==> src/rtl/apb_mailbox_pkg.sv <==
// Shared definitions for the APB mailbox: register offsets, STATUS/CTRL bit
// positions and the APB transfer state encoding.
package apb_mailbox_pkg;

    // Register select values, taken from paddr[3:2]
    localparam logic [1:0] REG_TXDATA = 2'd0;
    localparam logic [1:0] REG_RXDATA = 2'd1;
    localparam logic [1:0] REG_STATUS = 2'd2;
    localparam logic [1:0] REG_CTRL   = 2'd3;

    // STATUS bit positions
    localparam int ST_TX_FULL    = 0;
    localparam int ST_TX_EMPTY   = 1;
    localparam int ST_RX_FULL    = 2;
    localparam int ST_RX_EMPTY   = 3;
    localparam int ST_TX_OVF     = 4;
    localparam int ST_RX_UDF     = 5;
    localparam int ST_TX_CNT_LSB = 8;
    localparam int ST_RX_CNT_LSB = 16;

    // CTRL bit positions
    localparam int CT_TX_FLUSH = 0;
    localparam int CT_RX_FLUSH = 1;
    localparam int CT_ERR_EN   = 2;

    typedef enum logic [1:0] {
        IDLE = 2'd0,
        WAIT = 2'd1,
        RESP = 2'd2
    } state_t;

endpackage

==> src/rtl/apb_mailbox_completer_if.sv <==
// APB completer-side bus bundle for the mailbox.
interface apb_mailbox_completer_if;
    logic        psel;
    logic        penable;
    logic        pwrite;
    logic [31:0] paddr;
    logic [31:0] pwdata;
    logic [31:0] prdata;
    logic        pready;
    logic        pslverr;

    modport master (
        output psel, penable, pwrite, paddr, pwdata,
        input  prdata, pready, pslverr
    );

    modport slave (
        input  psel, penable, pwrite, paddr, pwdata,
        output prdata, pready, pslverr
    );
endinterface

==> src/rtl/mailbox_fifo.sv <==
// Synchronous first-word-fall-through FIFO with flush. Flush has priority over
// a same-cycle push/pop and suppresses the overflow/underflow pulses.
module mailbox_fifo #(
    parameter int DEPTH = 16,
    parameter int WIDTH = 32,
    localparam int CW   = $clog2(DEPTH) + 1
) (
    input  logic             clk,
    input  logic             resetn,
    input  logic             push,
    input  logic [WIDTH-1:0] push_data,
    input  logic             pop,
    input  logic             flush,
    output logic [WIDTH-1:0] head,
    output logic             full,
    output logic             empty,
    output logic [CW-1:0]    count,
    output logic             overflow,
    output logic             underflow
);
    localparam int AW = $clog2(DEPTH);

    logic [WIDTH-1:0] mem [DEPTH];
    logic [AW-1:0]    wr_ptr;
    logic [AW-1:0]    rd_ptr;
    logic             do_push;
    logic             do_pop;

    assign full      = (count == CW'(DEPTH));
    assign empty     = (count == '0);
    assign do_push   = push & ~full  & ~flush;
    assign do_pop    = pop  & ~empty & ~flush;
    assign overflow  = push & full   & ~flush;
    assign underflow = pop  & empty  & ~flush;
    assign head      = empty ? '0 : mem[rd_ptr];

    // Pointer and occupancy bookkeeping; pointers wrap naturally at DEPTH
    always_ff @(posedge clk) begin
        if (!resetn || flush) begin
            wr_ptr <= '0;
            rd_ptr <= '0;
            count  <= '0;
        end else begin
            if (do_push) wr_ptr <= wr_ptr + 1'b1;
            if (do_pop)  rd_ptr <= rd_ptr + 1'b1;
            count <= count + CW'(do_push) - CW'(do_pop);
        end
    end

    // Storage array, written only on an accepted push
    always_ff @(posedge clk) begin
        if (do_push) mem[wr_ptr] <= push_data;
    end
endmodule

==> src/rtl/apb_mailbox_completer.sv <==
// APB completer exposing a TX FIFO (CPU -> fabric stream) and an RX FIFO
// (fabric stream -> CPU). Read data and error are decided at the end of the
// WAIT cycle and presented in RESP; all state changes commit at the end of RESP.
module apb_mailbox_completer
    import apb_mailbox_pkg::*;
#(
    parameter int DEPTH = 16,
    parameter int WIDTH = 32
) (
    input  logic                  pclk,
    input  logic                  presetn,
    apb_mailbox_completer_if.slave apb,
    output logic [WIDTH-1:0]      m_tdata,
    output logic                  m_tvalid,
    input  logic                  m_tready,
    input  logic [WIDTH-1:0]      s_tdata,
    input  logic                  s_tvalid,
    output logic                  s_tready
);
    localparam int CW = $clog2(DEPTH) + 1;

    state_t          state;
    state_t          state_next;
    logic [1:0]      sel;
    logic            in_wait;
    logic            in_resp;
    logic            wr_resp;
    logic            rd_resp;
    logic            tx_push, tx_pop, tx_flush;
    logic            rx_push, rx_pop, rx_flush, rx_miss;
    logic            tx_full, tx_empty, rx_full, rx_empty;
    logic [CW-1:0]   tx_count, rx_count;
    logic [WIDTH-1:0] rx_head;
    logic            tx_ovf_pulse, tx_udf_pulse, rx_ovf_pulse, rx_udf_pulse;
    logic            tx_ovf, rx_udf, err_en;
    logic [31:0]     status;
    logic [31:0]     rd_value;
    logic            err_value;
    logic [31:0]     prdata_p1;
    logic            pslverr_p1;
    logic            pready_p1;
    logic            rx_avail_p1;
    logic            unused_sink;

    assign sel     = apb.paddr[3:2];
    assign in_wait = (state == WAIT);
    assign in_resp = (state == RESP);
    assign wr_resp = in_resp & apb.psel & apb.pwrite;
    assign rd_resp = in_resp & apb.psel & ~apb.pwrite;

    // A pop is only committed if the RX FIFO had a word when the data was
    // captured, so a word arriving during WAIT is never silently consumed.
    assign tx_push  = wr_resp & (sel == REG_TXDATA);
    assign tx_flush = wr_resp & (sel == REG_CTRL) & apb.pwdata[CT_TX_FLUSH];
    assign rx_flush = wr_resp & (sel == REG_CTRL) & apb.pwdata[CT_RX_FLUSH];
    assign rx_pop   = rd_resp & (sel == REG_RXDATA) & rx_avail_p1;
    assign rx_miss  = rd_resp & (sel == REG_RXDATA) & ~rx_avail_p1;
    assign tx_pop   = m_tvalid & m_tready;
    assign rx_push  = s_tvalid & s_tready;
    assign m_tvalid = ~tx_empty;
    assign s_tready = ~rx_full;

    assign apb.prdata  = prdata_p1;
    assign apb.pslverr = pslverr_p1;
    assign apb.pready  = pready_p1;

    assign unused_sink = &{1'b0, apb.paddr[31:4], apb.paddr[1:0], tx_udf_pulse, rx_ovf_pulse};

    mailbox_fifo #(.DEPTH(DEPTH), .WIDTH(WIDTH)) u_tx_fifo (
        .clk       (pclk),
        .resetn    (presetn),
        .push      (tx_push),
        .push_data (WIDTH'(apb.pwdata)),
        .pop       (tx_pop),
        .flush     (tx_flush),
        .head      (m_tdata),
        .full      (tx_full),
        .empty     (tx_empty),
        .count     (tx_count),
        .overflow  (tx_ovf_pulse),
        .underflow (tx_udf_pulse)
    );

    mailbox_fifo #(.DEPTH(DEPTH), .WIDTH(WIDTH)) u_rx_fifo (
        .clk       (pclk),
        .resetn    (presetn),
        .push      (rx_push),
        .push_data (s_tdata),
        .pop       (rx_pop),
        .flush     (rx_flush),
        .head      (rx_head),
        .full      (rx_full),
        .empty     (rx_empty),
        .count     (rx_count),
        .overflow  (rx_ovf_pulse),
        .underflow (rx_udf_pulse)
    );

    // Transfer state register
    always_ff @(posedge pclk) begin
        if (!presetn) state <= IDLE;
        else          state <= state_next;
    end

    // Fixed one-wait-state sequencing once an access phase is seen
    always_comb begin
        state_next = state;
        case (state)
            IDLE:    if (apb.psel && apb.penable) state_next = WAIT;
            WAIT:    state_next = RESP;
            RESP:    state_next = IDLE;
            default: state_next = IDLE;
        endcase
    end

    // Read mux and error decision, sampled at the end of WAIT
    always_comb begin
        status                             = '0;
        status[ST_TX_FULL]                 = tx_full;
        status[ST_TX_EMPTY]                = tx_empty;
        status[ST_RX_FULL]                 = rx_full;
        status[ST_RX_EMPTY]                = rx_empty;
        status[ST_TX_OVF]                  = tx_ovf;
        status[ST_RX_UDF]                  = rx_udf;
        status[ST_TX_CNT_LSB +: 8]         = 8'(tx_count);
        status[ST_RX_CNT_LSB +: 8]         = 8'(rx_count);
        rd_value                           = '0;
        case (sel)
            REG_RXDATA: rd_value = 32'(rx_head);
            REG_STATUS: rd_value = status;
            REG_CTRL:   rd_value[CT_ERR_EN] = err_en;
            default:    rd_value = '0;
        endcase
        err_value = err_en & ((apb.pwrite & (sel == REG_TXDATA) & tx_full) |
                              (~apb.pwrite & (sel == REG_RXDATA) & rx_empty));
    end

    // Registered response; prdata/pslverr are zero outside RESP
    always_ff @(posedge pclk) begin
        if (!presetn) begin
            pready_p1   <= 1'b0;
            prdata_p1   <= '0;
            pslverr_p1  <= 1'b0;
            rx_avail_p1 <= 1'b0;
        end else begin
            pready_p1   <= in_wait;
            prdata_p1   <= (in_wait && !apb.pwrite) ? rd_value : '0;
            pslverr_p1  <= in_wait & err_value;
            rx_avail_p1 <= ~rx_empty;
        end
    end

    // Sticky error flags (W1C) and the err_en control bit
    always_ff @(posedge pclk) begin
        if (!presetn) begin
            tx_ovf <= 1'b0;
            rx_udf <= 1'b0;
            err_en <= 1'b0;
        end else begin
            if (wr_resp && sel == REG_STATUS) begin
                if (apb.pwdata[ST_TX_OVF]) tx_ovf <= 1'b0;
                if (apb.pwdata[ST_RX_UDF]) rx_udf <= 1'b0;
            end
            if (tx_ovf_pulse)            tx_ovf <= 1'b1;
            if (rx_miss || rx_udf_pulse) rx_udf <= 1'b1;
            if (wr_resp && sel == REG_CTRL) err_en <= apb.pwdata[CT_ERR_EN];
        end
    end
endmodule

==> src/flat_wrapper.sv <==
// flat-port wrapper written by rule: the top's interface ports become plain ports
module apb_mailbox_completer_flat import apb_mailbox_pkg::*;
#(
    parameter int DEPTH = 16,
    parameter int WIDTH = 32
)
  (pclk, presetn, m_tdata, m_tvalid, m_tready, s_tdata, s_tvalid, s_tready, apb_psel, apb_penable, apb_pwrite, apb_paddr, apb_pwdata, apb_prdata, apb_pready, apb_pslverr);
  apb_mailbox_completer_if apb_i ();
  input  logic pclk;
  input  logic presetn;
  output logic [WIDTH-1:0] m_tdata;
  output logic m_tvalid;
  input  logic m_tready;
  input  logic [WIDTH-1:0] s_tdata;
  input  logic s_tvalid;
  output logic s_tready;
  input wire logic [$bits(apb_i.psel)-1:0] apb_psel;
  input wire logic [$bits(apb_i.penable)-1:0] apb_penable;
  input wire logic [$bits(apb_i.pwrite)-1:0] apb_pwrite;
  input wire logic [$bits(apb_i.paddr)-1:0] apb_paddr;
  input wire logic [$bits(apb_i.pwdata)-1:0] apb_pwdata;
  output wire logic [$bits(apb_i.prdata)-1:0] apb_prdata;
  output wire logic [$bits(apb_i.pready)-1:0] apb_pready;
  output wire logic [$bits(apb_i.pslverr)-1:0] apb_pslverr;
  assign apb_i.psel = apb_psel;
  assign apb_i.penable = apb_penable;
  assign apb_i.pwrite = apb_pwrite;
  assign apb_i.paddr = apb_paddr;
  assign apb_i.pwdata = apb_pwdata;
  assign apb_prdata = apb_i.prdata;
  assign apb_pready = apb_i.pready;
  assign apb_pslverr = apb_i.pslverr;
  apb_mailbox_completer #(.DEPTH(DEPTH), .WIDTH(WIDTH)) u_core (.pclk(pclk), .presetn(presetn), .apb(apb_i), .m_tdata(m_tdata), .m_tvalid(m_tvalid), .m_tready(m_tready), .s_tdata(s_tdata), .s_tvalid(s_tvalid), .s_tready(s_tready));
endmodule
==> config.mk <==
export PLATFORM = sky130hd
export DESIGN_NAME = apb_mailbox_completer_flat
export DESIGN_NICKNAME = d
export VERILOG_FILES = /design/src/rtl/apb_mailbox_pkg.sv /design/src/rtl/apb_mailbox_completer_if.sv /design/src/rtl/mailbox_fifo.sv /design/src/rtl/apb_mailbox_completer.sv /design/src/flat_wrapper.sv
export SDC_FILE = /design/constraint.sdc
export NUM_CORES = 1
export LEC_CHECK = 0
export ABC_AREA = 1
export CORE_ASPECT_RATIO = 1.2
export CORE_MARGIN = 4
export CORE_UTILIZATION = 40
export DETAILED_ROUTE_END_ITERATION = 16
export MAX_ROUTING_LAYER = met4
export SKIP_CTS_REPAIR_TIMING = 1
export SLEW_MARGIN = 10
export SYNTH_ARGS = -nofsm -noshare
export SYNTH_HDL_FRONTEND = slang
export SYNTH_HIERARCHICAL = 1
export SYNTH_SLANG_ARGS = --single-unit
==> constraint.sdc <==
create_clock -name pclk -period 8.9 [get_ports pclk]
set_input_delay 1.78 -clock pclk [delete_from_list [all_inputs] [get_ports pclk]]
set_output_delay 1.78 -clock pclk [all_outputs]
set_load 0.01 [all_outputs]
==> results of run 1 <==
==> state kept, by name, summed over array words and instances, names as in the netlist, 2 cells and up, named ones only <==
register	count
u_core/state	2
u_core/u_tx_fifo/rd_ptr	4
u_core/apb.prdata	32
u_core/u_rx_fifo/mem	512
u_core/u_rx_fifo/rd_ptr	4
u_core/u_tx_fifo/count	5
u_core/u_tx_fifo/mem	512
u_core/u_tx_fifo/wr_ptr	4
u_core/u_rx_fifo/count	5
u_core/u_rx_fifo/wr_ptr	4
==> cell usage in the layout, fill, tap and decap left out, drive strengths merged <==
cell           count
inv               77
buf               58
fa                 2
nand2           1370
edfxtp          1024
xnor2              6
clkdlybuf4s50    140
nor2              78
o21ai             14
o21bai             2
clkbuf           146
dfxtp             74
clkinvlp           3
xor2               2
nand4              7
ha                27
bufinv             5
clkinv            39
nor3               6
nor4               2
nand3            779
a21oi            106
diode              9
==> power groups by stage <==
| stage | Combinational [uW] | Sequential (uW) | Clock, uW |
|---|---|---|---|
| 3_3_place_gp | 2470 | 5970 | 0 |
| 4_1_cts | 2510 | 5860 | 4410 |
| 3_5_place_dp | 2500 | 5970 | 0 |
| 2_1_floorplan | 1690 | 5940 | 0 |
| 5_1_grt | 2770 | 5870 | 4620 |
| 6_report | 2490 | 5860 | 4320 |
==> per-stage QoR <==
stage / hold WS [ps] / power (uW) / std cells / instance area (um^2) / utilization, %
floorplan: 416.4 / 7624 / 3798 / 44640 / -
global placement: 433.5 / 8442 / 5267 / 47080 / 42.41
detailed placement: 449.3 / 8472 / 5267 / 47080 / 42.41
CTS: 471.6 / 12790 / 5463 / 50400 / 45.41
global route: 493.6 / 13260 / 5471 / 50420 / 45.43
finish: 455.6 / 12680 / 5472 / 50420 / 45.43
==> worst paths after layout <==
kind | end | slack [ps] | depth (start not counted) | from
max | m_tdata[5] | 2900 | 9 | flip-flop
min | u_core/state[0] | 460 | 1 | u_core/state[1]
max reg2reg | u_core/apb.prdata[4] | 4730 | 10 | flip-flop
min reg2reg | u_core/state[0] | 460 | 1 | u_core/state[1]
==> metal layers <==
layer / vias up / global-route usage, % / share of wire, %
li1: 13380 / - / -
met1: 13787 / 24.94 / 41
met2: 933 / 32.32 / 49
met3: 196 / 3.551 / 7.4
met4: 0 / 5.488 / 2.4
met5: - / - / 0
==> final cells by class <==
type | instances | area [um^2]
fill | 10101 | 60570
sequential | 1098 | 32250
multi-input combinational | 2401 | 10820
clock buffer | 146 | 2894
tap | 1496 | 1872
timing repair buffer | 198 | 1837
clock inverter | 50 | 432.9
inverter | 74 | 295.3
antenna | 9 | 22.52
==> impl_metrics.env, run 1 <==
export IMPL_antenna_found_initial=11
export IMPL_swShare_pct=28.82
export IMPL_path_buf_inv=3
export IMPL_slew_violations=0
export IMPL_io_pin_count=171
export IMPL_holdCritPathClass="reg -> reg"
export IMPL_area_growth_pct=12.95
export IMPL_nets=4011
export IMPL_hpwl_mm=56.44
export IMPL_clk_pin_slew_ps=60
export IMPL_cts_root_buf="clkbuf_16"
export IMPL_first_pass_iters=5
export IMPL_drive_gt1_share_pct=7.109
export IMPL_critPathMaxFanout=87
export IMPL_via_count=28296
export IMPL_cp_slowest_cell="buf_4"
export IMPL_clkLatencyLatePin_ps=690
export IMPL_worstSetupPathType="reg -> out"
export IMPL_rsz0062_at_grt="false"
export IMPL_io_buffers=140
export IMPL_critPathMaxStageDelay_ps=860
export IMPL_grt_remaining_overflow=0
export IMPL_p_switching_uw=3653
export IMPL_track_usage_pct=19.58
export IMPL_floorplan_rows=134
export IMPL_critPathRequiredTime_ps=7120
export IMPL_cts_tree="built"
export IMPL_die_height_um=374.0
export IMPL_cts_buffers=106
export IMPL_hold_viol_final=0
export IMPL_p_per_area_nw_per_um2=251.4
export IMPL_syn_num_nets=3930
export IMPL_setup_slack_ps=2895
export IMPL_finalSetupViolations=0
export IMPL_yosys_warnings=6
export IMPL_critPathLaunchType="flip-flop"
export IMPL_crit_path_frequent_cell="nand2_1"
export IMPL_timing_max_slew_rel_slack_pct=17.94
export IMPL_clockBufferDepth=3
export IMPL_max_freq_mhz=166.5
export IMPL_die_area_um2=117000
export IMPL_grt_pass1_wl_mm=168.7
export IMPL_grt_max_degree=194
export IMPL_cts_htree_levels=3
export IMPL_antenna_left=0
export IMPL_clkPwrFrac_pct=34.1
export IMPL_fp_dieW_um=313.0
export IMPL_p_comb_share_pct=19.6
export IMPL_finalWeightedCongestion=0.7694
export IMPL_fin_crit_sh_pct=67.47
export IMPL_synth_area_um2=44640
export IMPL_routedWlPerCell_um=20.90
export IMPL_cp_top_family="buffers and inverters"
export IMPL_syn_avg_cell_area_um2=11.75
export IMPL_seqPwrFrac_pct=46.3
export IMPL_cts_sinks=1098
export IMPL_cp_arrival_ps=4220
export IMPL_maxCapViolCount=0
export IMPL_p_int_uw=9023
export IMPL_grt_pass1_vias=26574
export IMPL_crit_chain="buf_4 > buf_4 > nand2_1 > nand3_1 > nand3_1 > nand2_1 > nand2_1 > a21oi_1 > clkdlybuf4s50_1"
export IMPL_power_leakage_uw=0.01768
export IMPL_min_period_ps=6005
export IMPL_tns_ps=0
export IMPL_drc=0
export IMPL_syn_inst=3798
export IMPL_final_setup_skew_ps=25.59
export IMPL_peakVddDrop_uv=203.3
export IMPL_drt_iter0_drc=2584
export IMPL_vias_per_cell=5.171
export IMPL_status="finished, final reports clean"
export IMPL_initial_core_util_pct=40.22
export IMPL_worst_setup_path_end_kind="primary output"
export IMPL_core_area_um2=111000
export IMPL_routed_wirelength_mm=114.4
export IMPL_worst_slew_pin_slew_ps=1231
export IMPL_place_ws_ps=2797
Power figures use the tool's default switching activity.
==> inputs of run 2 (changes only) <==
==> constraint.sdc (replaced) <==
create_clock -name pclk -period 5.9 [get_ports pclk]
set_input_delay 1.18 -clock pclk [delete_from_list [all_inputs] [get_ports pclk]]
set_output_delay 1.18 -clock pclk [all_outputs]
set_load 0.01 [all_outputs]
==> impl_metrics.env, run 2 (synthesis gave the netlist of run 1 again) <==
export IMPL_cts_htree_levels=3
export IMPL_track_usage_pct=19.14
export IMPL_cts_sinks=1098
export IMPL_hpwl_mm=58.22
export IMPL_r2r_end="u_core/u_rx_fifo/mem[1][31]"
export IMPL_status="finished, final reports clean"
export IMPL_rsz0062_at_grt="false"
export IMPL_final_setup_skew_ps=37.28
export IMPL_fp_dieW_um=313.0
export IMPL_holdCritPathClass="reg -> reg"
export IMPL_rr_worst_depth=12
export IMPL_reg2reg_slack_ps=2220
export IMPL_critPathLaunchType="flip-flop"
export IMPL_io_buffers=140
export IMPL_worstReg2RegStart="u_core/u_rx_fifo/count[2]"
export IMPL_worst_setup_path_end_kind="primary output"
export IMPL_grt_max_degree=134
export IMPL_hold_viol_final=0
export IMPL_antenna_found_initial=15
export IMPL_maxCapViolCount=0
export IMPL_finalSetupViolations=0
export IMPL_routedWlPerCell_um=20.24
export IMPL_grt_pass1_vias=27288
export IMPL_crit_chain="buf_4 > nand2_1 > nand3_1 > nand3_1 > nand2_1 > nand2_1 > a21oi_1 > clkdlybuf4s50_1"
export IMPL_die_height_um=374.0
export IMPL_core_area_um2=111000
export IMPL_nets=4017
export IMPL_initial_core_util_pct=40.22
export IMPL_clk_pin_slew_ps=60
export IMPL_die_area_um2=117000
export IMPL_p_per_area_nw_per_um2=378.3
export IMPL_cts_buffers=108
export IMPL_io_pin_count=171
export IMPL_worst_slew_pin_slew_ps=1188
export IMPL_critPathMaxFanout=96
export IMPL_critPathMaxStageDelay_ps=910
export IMPL_cp_slowest_cell="buf_4"
export IMPL_cp_arrival_ps=3840
export IMPL_vias_per_cell=5.196
export IMPL_drt_iter0_drc=2906
export IMPL_timing_max_slew_rel_slack_pct=20.82
export IMPL_clkLatencyLatePin_ps=710
export IMPL_max_freq_mhz=199.2
export IMPL_first_pass_iters=7
export IMPL_critical_path_endpoint="m_tdata[31]"
export IMPL_via_count=28461
export IMPL_grt_remaining_overflow=0
export IMPL_drc=0
export IMPL_floorplan_rows=134
export IMPL_crit_path_frequent_cell="nand2_1"
export IMPL_min_period_ps=5019
export IMPL_mostFrequentLayoutCell="nand2_1"
export IMPL_hold_slack_ps=450.4
export IMPL_cts_root_buf="clkbuf_16"
export IMPL_peakVddDrop_uv=287.3
export IMPL_finalWeightedCongestion=0.7603
export IMPL_tns_ps=0
export IMPL_grt_pass1_wl_mm=166.9
export IMPL_cts_tree="built"
export IMPL_routed_wirelength_mm=110.9
export IMPL_slew_violations=0
export IMPL_area_growth_pct=13.18
export IMPL_fin_crit_sh_pct=85.07
export IMPL_worstSetupPathType="reg -> out"
export IMPL_critPathRequiredTime_ps=4720
export IMPL_clockBufferDepth=3
export IMPL_mostFrequentLayoutCells="nand2_1 (1369), edfxtp_1 (1024), nand3_1 (778)"
export IMPL_power_leakage_uw=0.01772
export IMPL_drive_gt1_share_pct=7.075
export IMPL_antenna_left=0
## run 2: where the power goes
part / switching (uW) / internal, uW / leakage [uW]
logic: 2510 / 1220 / 0.00627
registers: 124 / 8730 / 0.00982
clock network: 2900 / 3630 / 0.00163
## run 2: worst min path at each step
stage                         start              endpoint  slack (ps)  cells past startpoint
floorplan           u_core/state[1]       u_core/state[0]         420                      1
global placement    u_core/state[1]       u_core/state[0]         440                      1
detailed placement  u_core/state[1]       u_core/state[0]         440                      1
CTS                 u_core/state[1]       u_core/state[0]         460                      1
global route          u_core/tx_ovf  u_core/apb.prdata[4]         480                      2
finish              u_core/state[1]       u_core/state[0]         450                      1
## run 2: metal layers
layer	share of wire (%)	global-route usage [%]	vias to the layer above
met3	7.1	3.274	206
met4	2.8	6.408	0
met2	49	31.76	921
li1	-	-	13400
met5	0	-	-
met1	41	23.94	13934
## run 2: per-stage QoR
stage | cell area (um^2) | utilization [%] | worst slack [ps] | total power (uW) | std cells
final | 50530 | 45.52 | 881.0 | 19120 | 5478
after global routing | 50530 | 45.52 | 701.3 | 20000 | 5478
after CTS | 50500 | 45.50 | 833.1 | 19290 | 5468
after detailed placement | 47160 | 42.49 | 1311 | 12770 | 5271
after global placement | 47160 | 42.49 | 1296 | 12730 | 5271
after floorplan | 44640 | - | 2002 | 11500 | 3798
## run 2: critical path: cells and delay by family (launching register included)
family                 cells  cell delay, ps
flip-flops                 1             750
AND/OR/NAND/NOR            5             530
buffers and inverters      2            1530
AO/OA/AOI/OAI              1             260
## run 2: layout make-up
cell class,count,area [um^2]
repair buffers,202,1917
clock inverters,54,460.4
fillers,10113,60460
flip-flops and latches,1098,32250
well taps,1496,1872
multi-input cells,2401,10820
clock buffers,143,2887
inverters,74,295.3
diodes,10,25.02
==> RTL edit (settings of run 2) <==
Set the package constant `ST_TX_CNT_LSB` to 4 (it was 8).
--- a/src/rtl/apb_mailbox_pkg.sv
+++ b/src/rtl/apb_mailbox_pkg.sv
@@ -15,7 +15,7 @@
     localparam int ST_RX_EMPTY   = 3;
     localparam int ST_TX_OVF     = 4;
     localparam int ST_RX_UDF     = 5;
-    localparam int ST_TX_CNT_LSB = 8;
+    localparam int ST_TX_CNT_LSB = 4;
     localparam int ST_RX_CNT_LSB = 16;
 
     // CTRL bit positions
Formal check against the unedited RTL: no difference found for any inputs over 4 cycles, from zero or initial values and one cycle with presetn low; that may be too few to reach the edited logic, so the function may still have changed.
==> RTL edit against run 2 <==
Total power is 0.56% higher; fmax is 1.2% higher; largest cell class unchanged; area after synthesis is 0.13% lower; global-route usage is 0.26 points higher; sequential share of layout area is 0.17 points lower; highest routed layer unchanged; routed wire length is 1.4% higher; combinational power hardly changed; final area is 0.15% higher; largest power group unchanged; sequential cell count is 2 lower; worst setup slack better by 0.058 ns; register-to-register slack worse by 0.20 ns; utilization is 0.41 points higher.
==> RTL edit: results (changes against run 2) <==
placed_design:
  pre_cts_ws_ns: 1.23  # was 1.31 ns
  postPlaceCellArea_um2: 47200  # about the same
  detailedPlacementHpwl_mm: 57.9  # was 58.2 mm
  dp_cells: 5267  # was 5271
status:
  status: "completed"  # unchanged
detailed_routing:
  dr.pass1.iters: 5  # was 7
  wl_per_cell_um: 20.6  # was 20.2 um
  drt-initial-drc-count: 2490  # was 2906
  via_per_inst: 5.19  # was 5.20
timing:
  worst_pin_slew_ns: 1.15  # was 1.19 ns
  hold_slack_ns: 0.451  # was 0.450 ns
critical_path:
  timing.critical_path.to: "m_tdata[8]"  # was m_tdata[31]
  worstPathArrival_ns: 3.78  # was 3.84 ns
  worstRegToRegCells: 17  # was 12
  ff2ff_setup_slack_ns: 2.02  # was 2.22 ns
pwr:
  powerClk_mw: 6.61  # was 6.53 mW
  clkPwrFrac: 0.344  # was 0.341
global_routing:
  grt_first_pass_wirelength_mm: 169  # was 167 mm
  grt_pass1_vias: 27600  # was 27300
  antenna_found_initial: 6  # was 15
  grt_max_degree: 138  # was 134
finish:
  fin_nets: 4022  # was 4017
  drive_gt1_frac: 0.0726  # was 0.0707
synthesis:
  synth_cells: 3797  # was 3798
clock_network:
  numCtsBuffers: 106  # was 108
==> RTL edit: final cells by class <==
| class | count | area [um2] |
|---|---|---|
| flip-flops and latches | 1096 | 32200 |
| diodes | 4 | 10.0 |
| clock inverters | 55 | 514 |
| multi-input cells | 2393 | 10800 |
| fillers | 9972 | 59600 |
| clock buffers | 142 | 2870 |
| repair buffers | 207 | 2030 |
| inverters | 86 | 343 |
| well taps | 1485 | 1860 |
==> RTL edit: worst max-delay path: stages, from the launching register on <==
cell and delay, ns:
dfxtp_4 0.50, buf_4 0.65, buf_4 0.77, nand3_1 0.16
nand3_1 0.13, nand2_1 0.10, nand2_1 0.09, a21oi_1 0.08
clkdlybuf4s50_1 0.54
==> RTL edit: layer usage <==
metal	wire (um)	vias up	GRT usage
li1	-	13400	-
met1	45300	13900	0.239
met2	57100	943	0.330
met3	7130	196	0.0289
met4	2980	0	0.0623
met5	0	-	-
